File: config.mk
export PLATFORM = sky130hd
export DESIGN_NAME = sipo_rx_flat
export DESIGN_NICKNAME = d
export VERILOG_FILES = /design/src/rtl/sipo_rx_if.sv /design/src/rtl/sipo_rx.sv /design/src/flat_wrapper.sv
export SDC_FILE = /design/constraint.sdc
export NUM_CORES = 1
export LEC_CHECK = 0
export ABC_AREA = 0
export CAP_MARGIN = 10
export CORE_AREA = 2 2 41 43
export DETAILED_ROUTE_END_ITERATION = 12
export DIE_AREA = 0 0 43 45
export PLACE_DENSITY = 0.73
export SLEW_MARGIN = 25
export SYNTH_ARGS = -nofsm -noshare
export SYNTH_HDL_FRONTEND = slang
export SYNTH_SLANG_ARGS = --single-unit
File: constraint.sdc
create_clock -name i_clk -period 1.7 [get_ports i_clk]
set_clock_uncertainty 0.2 [all_clocks]
set_input_delay 0.425 -clock i_clk [delete_from_list [all_inputs] [get_ports i_clk]]
set_output_delay 0.425 -clock i_clk [all_outputs]
set_load 0.1 [all_outputs]
File: src/rtl/sipo_rx_if.sv
// -----------------------------------------------------------------------------
// sipo_rx_if -- bus bundle for the serial-in / parallel-out receiver.
//
// Signals
//   si         serial data bit, words arrive LSB first
//   en         bit qualifier; si/start are only meaningful while en=1
//   start      marks the qualified bit as bit 0 of a new word
//   po         last completed word (WIDTH bits)
//   po_valid   one-cycle pulse when po is updated
//   busy       high while a word is partially received
//   frame_err  one-cycle pulse when start arrives mid-word
//   parity_err one-cycle parity-failure flag, coincident with po_valid
//
// Modports
//   master  drives the serial side, observes the parallel side (bench / source)
//   slave   the receiver itself
// -----------------------------------------------------------------------------
interface sipo_rx_if #(
  parameter int unsigned WIDTH = 4
);
  logic             si;
  logic             en;
  logic             start;
  logic [WIDTH-1:0] po;
  logic             po_valid;
  logic             busy;
  logic             frame_err;
  logic             parity_err;

  modport master (
    output si,
    output en,
    output start,
    input  po,
    input  po_valid,
    input  busy,
    input  frame_err,
    input  parity_err
  );

  modport slave (
    input  si,
    input  en,
    input  start,
    output po,
    output po_valid,
    output busy,
    output frame_err,
    output parity_err
  );
endinterface

File: src/rtl/sipo_rx.sv
// -----------------------------------------------------------------------------
// sipo_rx -- serial-in / parallel-out word receiver.
//
// Collects WIDTH qualified serial bits (LSB first) following a start marker and
// presents the completed word on po with a one-cycle po_valid pulse. A start
// seen mid-word raises frame_err and restarts reception with the current bit as
// bit 0. po only changes when a whole word has been received.
//
// Optional feature: define SIPO_RX_PARITY_EN to append one even-parity bit after
// the data bits (extra PAR state); parity_err then pulses with po_valid when
// XOR(data, parity) is 1. Without the macro parity_err is tied low.
//
// Ports
//   i_clk    sole clock, rising edge
//   i_rst_n  asynchronous active-low reset
//   bus      sipo_rx_if.slave (si, en, start in; po, po_valid, busy,
//            frame_err, parity_err out)
// -----------------------------------------------------------------------------
module sipo_rx #(
  parameter int unsigned WIDTH = 4
) (
  input  logic        i_clk,
  input  logic        i_rst_n,
  sipo_rx_if.slave    bus
);

  // Count only ever holds 0..WIDTH-1, so the index width is enough.
  localparam int unsigned    CntW    = $clog2(WIDTH);
  localparam logic [CntW-1:0] CntLast = CntW'(WIDTH - 1);
  localparam logic [CntW-1:0] CntOne  = CntW'(1);

`ifdef SIPO_RX_PARITY_EN
  typedef enum logic [1:0] {StIdle = 2'd0, StShift = 2'd1, StPar = 2'd2} state_e;
`else
  typedef enum logic [1:0] {StIdle = 2'd0, StShift = 2'd1} state_e;
`endif

  state_e           r_state,     w_state_nxt;
  logic [CntW-1:0]  r_cnt,       w_cnt_nxt;
  logic [WIDTH-1:0] r_shreg,     w_shreg_nxt;
  logic [WIDTH-1:0] r_po,        w_po_nxt;
  logic             r_po_valid,  w_po_valid_nxt;
  logic             r_frame_err, w_frame_err_nxt;
`ifdef SIPO_RX_PARITY_EN
  logic             r_parity_err, w_parity_err_nxt;
`endif

  // The current bit as bit 0 of a fresh word.
  logic [WIDTH-1:0] w_first_word;
  assign w_first_word = {{(WIDTH-1){1'b0}}, bus.si};

  // ---------------------------------------------------------------------------
  // State register
  // ---------------------------------------------------------------------------
  always_ff @(posedge i_clk or negedge i_rst_n) begin
    if (!i_rst_n) begin
      r_state      <= StIdle;
      r_cnt        <= '0;
      r_shreg      <= '0;
      r_po         <= '0;
      r_po_valid   <= 1'b0;
      r_frame_err  <= 1'b0;
`ifdef SIPO_RX_PARITY_EN
      r_parity_err <= 1'b0;
`endif
    end else begin
      r_state      <= w_state_nxt;
      r_cnt        <= w_cnt_nxt;
      r_shreg      <= w_shreg_nxt;
      r_po         <= w_po_nxt;
      r_po_valid   <= w_po_valid_nxt;
      r_frame_err  <= w_frame_err_nxt;
`ifdef SIPO_RX_PARITY_EN
      r_parity_err <= w_parity_err_nxt;
`endif
    end
  end

  // ---------------------------------------------------------------------------
  // Next-state logic. Pulses default low so each event is one cycle wide; en=0
  // leaves every register unchanged.
  // ---------------------------------------------------------------------------
  always_comb begin
    w_state_nxt      = r_state;
    w_cnt_nxt        = r_cnt;
    w_shreg_nxt      = r_shreg;
    w_po_nxt         = r_po;
    w_po_valid_nxt   = 1'b0;
    w_frame_err_nxt  = 1'b0;
`ifdef SIPO_RX_PARITY_EN
    w_parity_err_nxt = 1'b0;
`endif

    if (bus.en) begin
      unique case (r_state)
        StIdle: begin
          // Qualified bits without start are dropped here.
          if (bus.start) begin
            w_shreg_nxt = w_first_word;
            w_cnt_nxt   = CntOne;
            w_state_nxt = StShift;
          end
        end

        StShift: begin
          if (bus.start) begin
            // Restart: partial word is discarded, this bit begins a new one.
            w_frame_err_nxt = 1'b1;
            w_shreg_nxt     = w_first_word;
            w_cnt_nxt       = CntOne;
          end else begin
            for (int unsigned b = 0; b < WIDTH; b++) begin
              if (r_cnt == CntW'(b)) begin
                w_shreg_nxt[b] = bus.si;
              end
            end
            if (r_cnt == CntLast) begin
`ifdef SIPO_RX_PARITY_EN
              w_state_nxt = StPar;
`else
              w_po_nxt       = w_shreg_nxt;
              w_po_valid_nxt = 1'b1;
              w_cnt_nxt      = '0;
              w_state_nxt    = StIdle;
`endif
            end else begin
              w_cnt_nxt = r_cnt + 1'b1;
            end
          end
        end

`ifdef SIPO_RX_PARITY_EN
        StPar: begin
          if (bus.start) begin
            w_frame_err_nxt = 1'b1;
            w_shreg_nxt     = w_first_word;
            w_cnt_nxt       = CntOne;
            w_state_nxt     = StShift;
          end else begin
            // Even parity: data plus parity bit must XOR to 0.
            w_po_nxt         = r_shreg;
            w_po_valid_nxt   = 1'b1;
            w_parity_err_nxt = ^{r_shreg, bus.si};
            w_cnt_nxt        = '0;
            w_state_nxt      = StIdle;
          end
        end
`endif

        default: begin
          w_cnt_nxt   = '0;
          w_state_nxt = StIdle;
        end
      endcase
    end
  end

  // ---------------------------------------------------------------------------
  // Outputs
  // ---------------------------------------------------------------------------
  assign bus.po        = r_po;
  assign bus.po_valid  = r_po_valid;
  assign bus.frame_err = r_frame_err;
  // Derived straight from state so reset clears it without a clock edge.
  assign bus.busy      = (r_state != StIdle);
`ifdef SIPO_RX_PARITY_EN
  assign bus.parity_err = r_parity_err;
`else
  assign bus.parity_err = 1'b0;
`endif

endmodule

File: src/flat_wrapper.sv
// flat-port wrapper written by rule: the top's interface ports become plain ports
module sipo_rx_flat 
#(
  parameter int unsigned WIDTH = 4
)
  (i_clk, i_rst_n, bus_si, bus_en, bus_start, bus_po, bus_po_valid, bus_busy, bus_frame_err, bus_parity_err);
  sipo_rx_if #(.WIDTH(WIDTH)) bus_i ();
  input  logic i_clk;
  input  logic i_rst_n;
  input wire logic [$bits(bus_i.si)-1:0] bus_si;
  input wire logic [$bits(bus_i.en)-1:0] bus_en;
  input wire logic [$bits(bus_i.start)-1:0] bus_start;
  output wire logic [$bits(bus_i.po)-1:0] bus_po;
  output wire logic [$bits(bus_i.po_valid)-1:0] bus_po_valid;
  output wire logic [$bits(bus_i.busy)-1:0] bus_busy;
  output wire logic [$bits(bus_i.frame_err)-1:0] bus_frame_err;
  output wire logic [$bits(bus_i.parity_err)-1:0] bus_parity_err;
  assign bus_i.si = bus_si;
  assign bus_i.en = bus_en;
  assign bus_i.start = bus_start;
  assign bus_po = bus_i.po;
  assign bus_po_valid = bus_i.po_valid;
  assign bus_busy = bus_i.busy;
  assign bus_frame_err = bus_i.frame_err;
  assign bus_parity_err = bus_i.parity_err;
  sipo_rx #(.WIDTH(WIDTH)) u_core (.i_clk(i_clk), .i_rst_n(i_rst_n), .bus(bus_i));
endmodule
==> metrics.md <==
| Metric | Value |
|---|---|
| Yosys cell types | `23` |
| # H-tree levels | `1` |
| Die Wd | `between 40 and 50 microns` |
| Inst Count DP | `93` |
| Design area | `926 sq um` |
| CP max-delay cell | `dfrtp_2` |
| TritonCTS buffer count | `3` |
| Status | `finished, final reports clean` |
| Clock buffer depth | `2` |
| Die height | `about 45 microns` |
| Final period util | `between 90% and 100%` |
| Largest net degree at the start of global routing | `14` |
| DRT Pass-1 Iters | `4` |
| Drt wl/cell | `~14 microns` |
| Worst slack, placed | `-0.0969 ns` |
| CTS tree | `yes` |
| Layout cells sized above 1 | `27.2%` |
| Total core area | `0.00147 sq mm` |
| Initial antenna violation count | `0` |
| Global-route wire length before repair | `around 2200 microns` |
| Post-synth top area share | `46.8%` |
| Syn Area/Cell | `between 10 and 15 sq um` |
| Area Overhead vs Synth | `33.1%` |
| Critical path endpoint category | `output port` |
| Fillers | `approximately 130` |
| Remaining DRCs | `0` |
| Family with the most delay on the worst path | `flip-flops` |
| Max-cap viol count | `0` |
| DRT iter0 DRCs | `11` |
| Global route overflow | `0` |
| CP required | `around 1.1 ns` |
| Worst reg2reg setup slack | `roughly 0.22 ns` |
| Post-DP HPWL | `about 1000 microns` |
| Via count of the first global-routing pass | `520` |
| PnR worst setup slack | `0.0557 ns` |
| Routed Antenna Nets | `0` |
| Tmin final | `approximately 1.6 ns` |
| HP Class | `in -> async` |
| Worst-Skew Late Latency | `around 0.28 ns` |
| Most common cell after layout, fill and taps aside | `dfrtp_1` |
| RR Endpoint | `u_core.r_shreg[0]` |
| Synth warnings | `0` |
| Routed WL | `between 1000 and 1500 microns` |
| Initial core utilization | `47.3%` |
| Total GRT Usage | `15.6%` |
| Worst Path Max Fanout | `13` |
| Count of input and output buffers | `11` |
| Critical path class | `reg -> out` |
| Reg-to-reg critical path startpoint | `u_core.r_cnt[0]` |
| WP data arrival | `approximately 1.0 ns` |
| DP Area | `898 sq um` |
| Via density per instance | `about 5.4` |
| Post-Synthesis Cells | `66` |
| Ports | `13` |
| Buf/Inv on CP | `1` |
| Register area share after synthesis | `roughly 47%` |
| CTS Root Cell | `clkbuf_4` |
| Vias after detailed routing | `523` |
| Pwr dens | `slightly below 2000 mW/mm^2` |
| Worst R2R Path Depth | `5` |
| RSZ-0062 raised after global routing | `no` |
| Peak VDD IR | `1.48 mV` |
| RePlAce Congestion | `around 0.78` |
| Largest area contributor in the netlist | `dfrtp_1` |
| Flops & latches, synth | `13` |
| Final total power | `between 1.5 and 2 mW` |
| Critical Path, Cell by Cell | `buf_12` |
| Syn nets | `between 70 and 80` |
| Nets | `92` |
| Worst path max stage delay | `0.53 ns` |
| Final Non-Filler Cells | `between 90 and 100` |
| Mapped Area | `roughly 700 sq um` |
| Most area-consuming cells after synthesis | `dfrtp_1 47%, ha_1 9.0%, mux2i_1 5.8%` |
| Clk slew on worst S/H paths | `approximately 0.090 ns` |
| Leakage dissipation | `between 0.4 and 0.5 nW` |
| Core Rows | `14` |
| Post-CTS resize count | `0` |
| Commonest non-fill, non-tap cells in the layout | `12 x dfrtp_1, 9 x nand2_1, 7 x buf_12, 5 x ha_1, 5 x buf_4` |
| Critical Path Start Type | `flop` |
| Max Fclk | `between 0.6 and 0.7 GHz` |
| Final-report hold violation count | `0` |
| Antenna cell count | `0` |
| Setup Viol. Count Final | `0` |
| Fin. max-slew vios | `0` |
| Post-CTS Setup Bufs | `0` |
| Clock Sinks | `13` |
| Die area | `0.00194 sq mm` |
| Hold_buf cts | `0` |
-- cell families after synthesis --
kind of cell	after synthesis	synth area share [%]
and+or+nand+nor	16	14.2
muxes	4	5.76
adders and majority gates	5	8.99
buffers and inverters	9	7.37
AOI/OAI and AO/OA	18	16.4
DFF	13	46.8
other	1	0.539
-- stage by stage --
stage	util, %	TNS (ns)	hold WS, ns
CTS	62.9	0	0.247
finish	62.9	0	0.236
global placement	61.1	-0.495	0.279
detailed placement	61.1	-0.726	0.305
global route	62.9	0	0.260
floorplan	-	0	-0.0706
-- final cells by class --
class	instances	area, sq um	area share, %
Tap cell	16	20.0	2.16
Multi-Input combinational cell	44	319	34.5
Clock inverter	1	5.00	0.541
Sequential cell	13	327	35.3
Timing Repair Buffer	16	218	23.5
Inverter	4	15.0	1.62
Clock buffer	3	22.5	2.43
-- per-layer routing --
| metal | part of all wire, % | track usage, % |
|---|---|---|
| met5 | 0 | 0 |
| met4 | 0.60 | 3.64 |
| met3 | 3.7 | 3.60 |
| met2 | 53 | 30.0 |
| met1 | 43 | 17.6 |
-- worst max path at each step --
stage	from	to	slack (ns)	cells after the start
global route	u_core.r_state[0]	bus_busy	0.006	1
finish	u_core.r_state[0]	bus_busy	0.06	1
detailed placement	bus_en	u_core.r_cnt[1]	-0.1	5
CTS	u_core.r_state[0]	bus_busy	0.05	1
floorplan	u_core.r_state[0]	u_core.bus.po[0]	0.14	4
global placement	bus_en	u_core.r_cnt[1]	-0.08	5
-- report_power, final --
part | switching, mW | internal (mW) | total (mW)
registers | 0.147 | 0.419 | 0.566
logic | 0.636 | 0.397 | 1.03
clock network | 0.105 | 0.0871 | 0.192
-- Yosys cell counts --
master     number
a22o_2          1
mux2i_1         4
dfrtp_1        13
nand2_1         9
a21oi_1         4
buf_4           2
o21a_1          1
inv_1           4
conb_1          1
and3_2          1
nand4b_1        1
buf_6           1
a32oi_1         2
buf_2           2
and2_4          1
o21ai_1         4
o2bb2ai_1       2
nand4b_4        1
o22ai_1         1
o21ai_0         3
ha_1            5
nand3_1         2
or2_2           1
-- flip-flops by register name, indices dropped and copies added (netlist names) --
register and flops:
u_core.r_shreg 4, u_core.r_cnt 2, u_core.r_state 1, u_core.bus.po_valid 1, u_core.bus.po 4, u_core.bus.frame_err 1
Power figures use the tool's default switching activity.
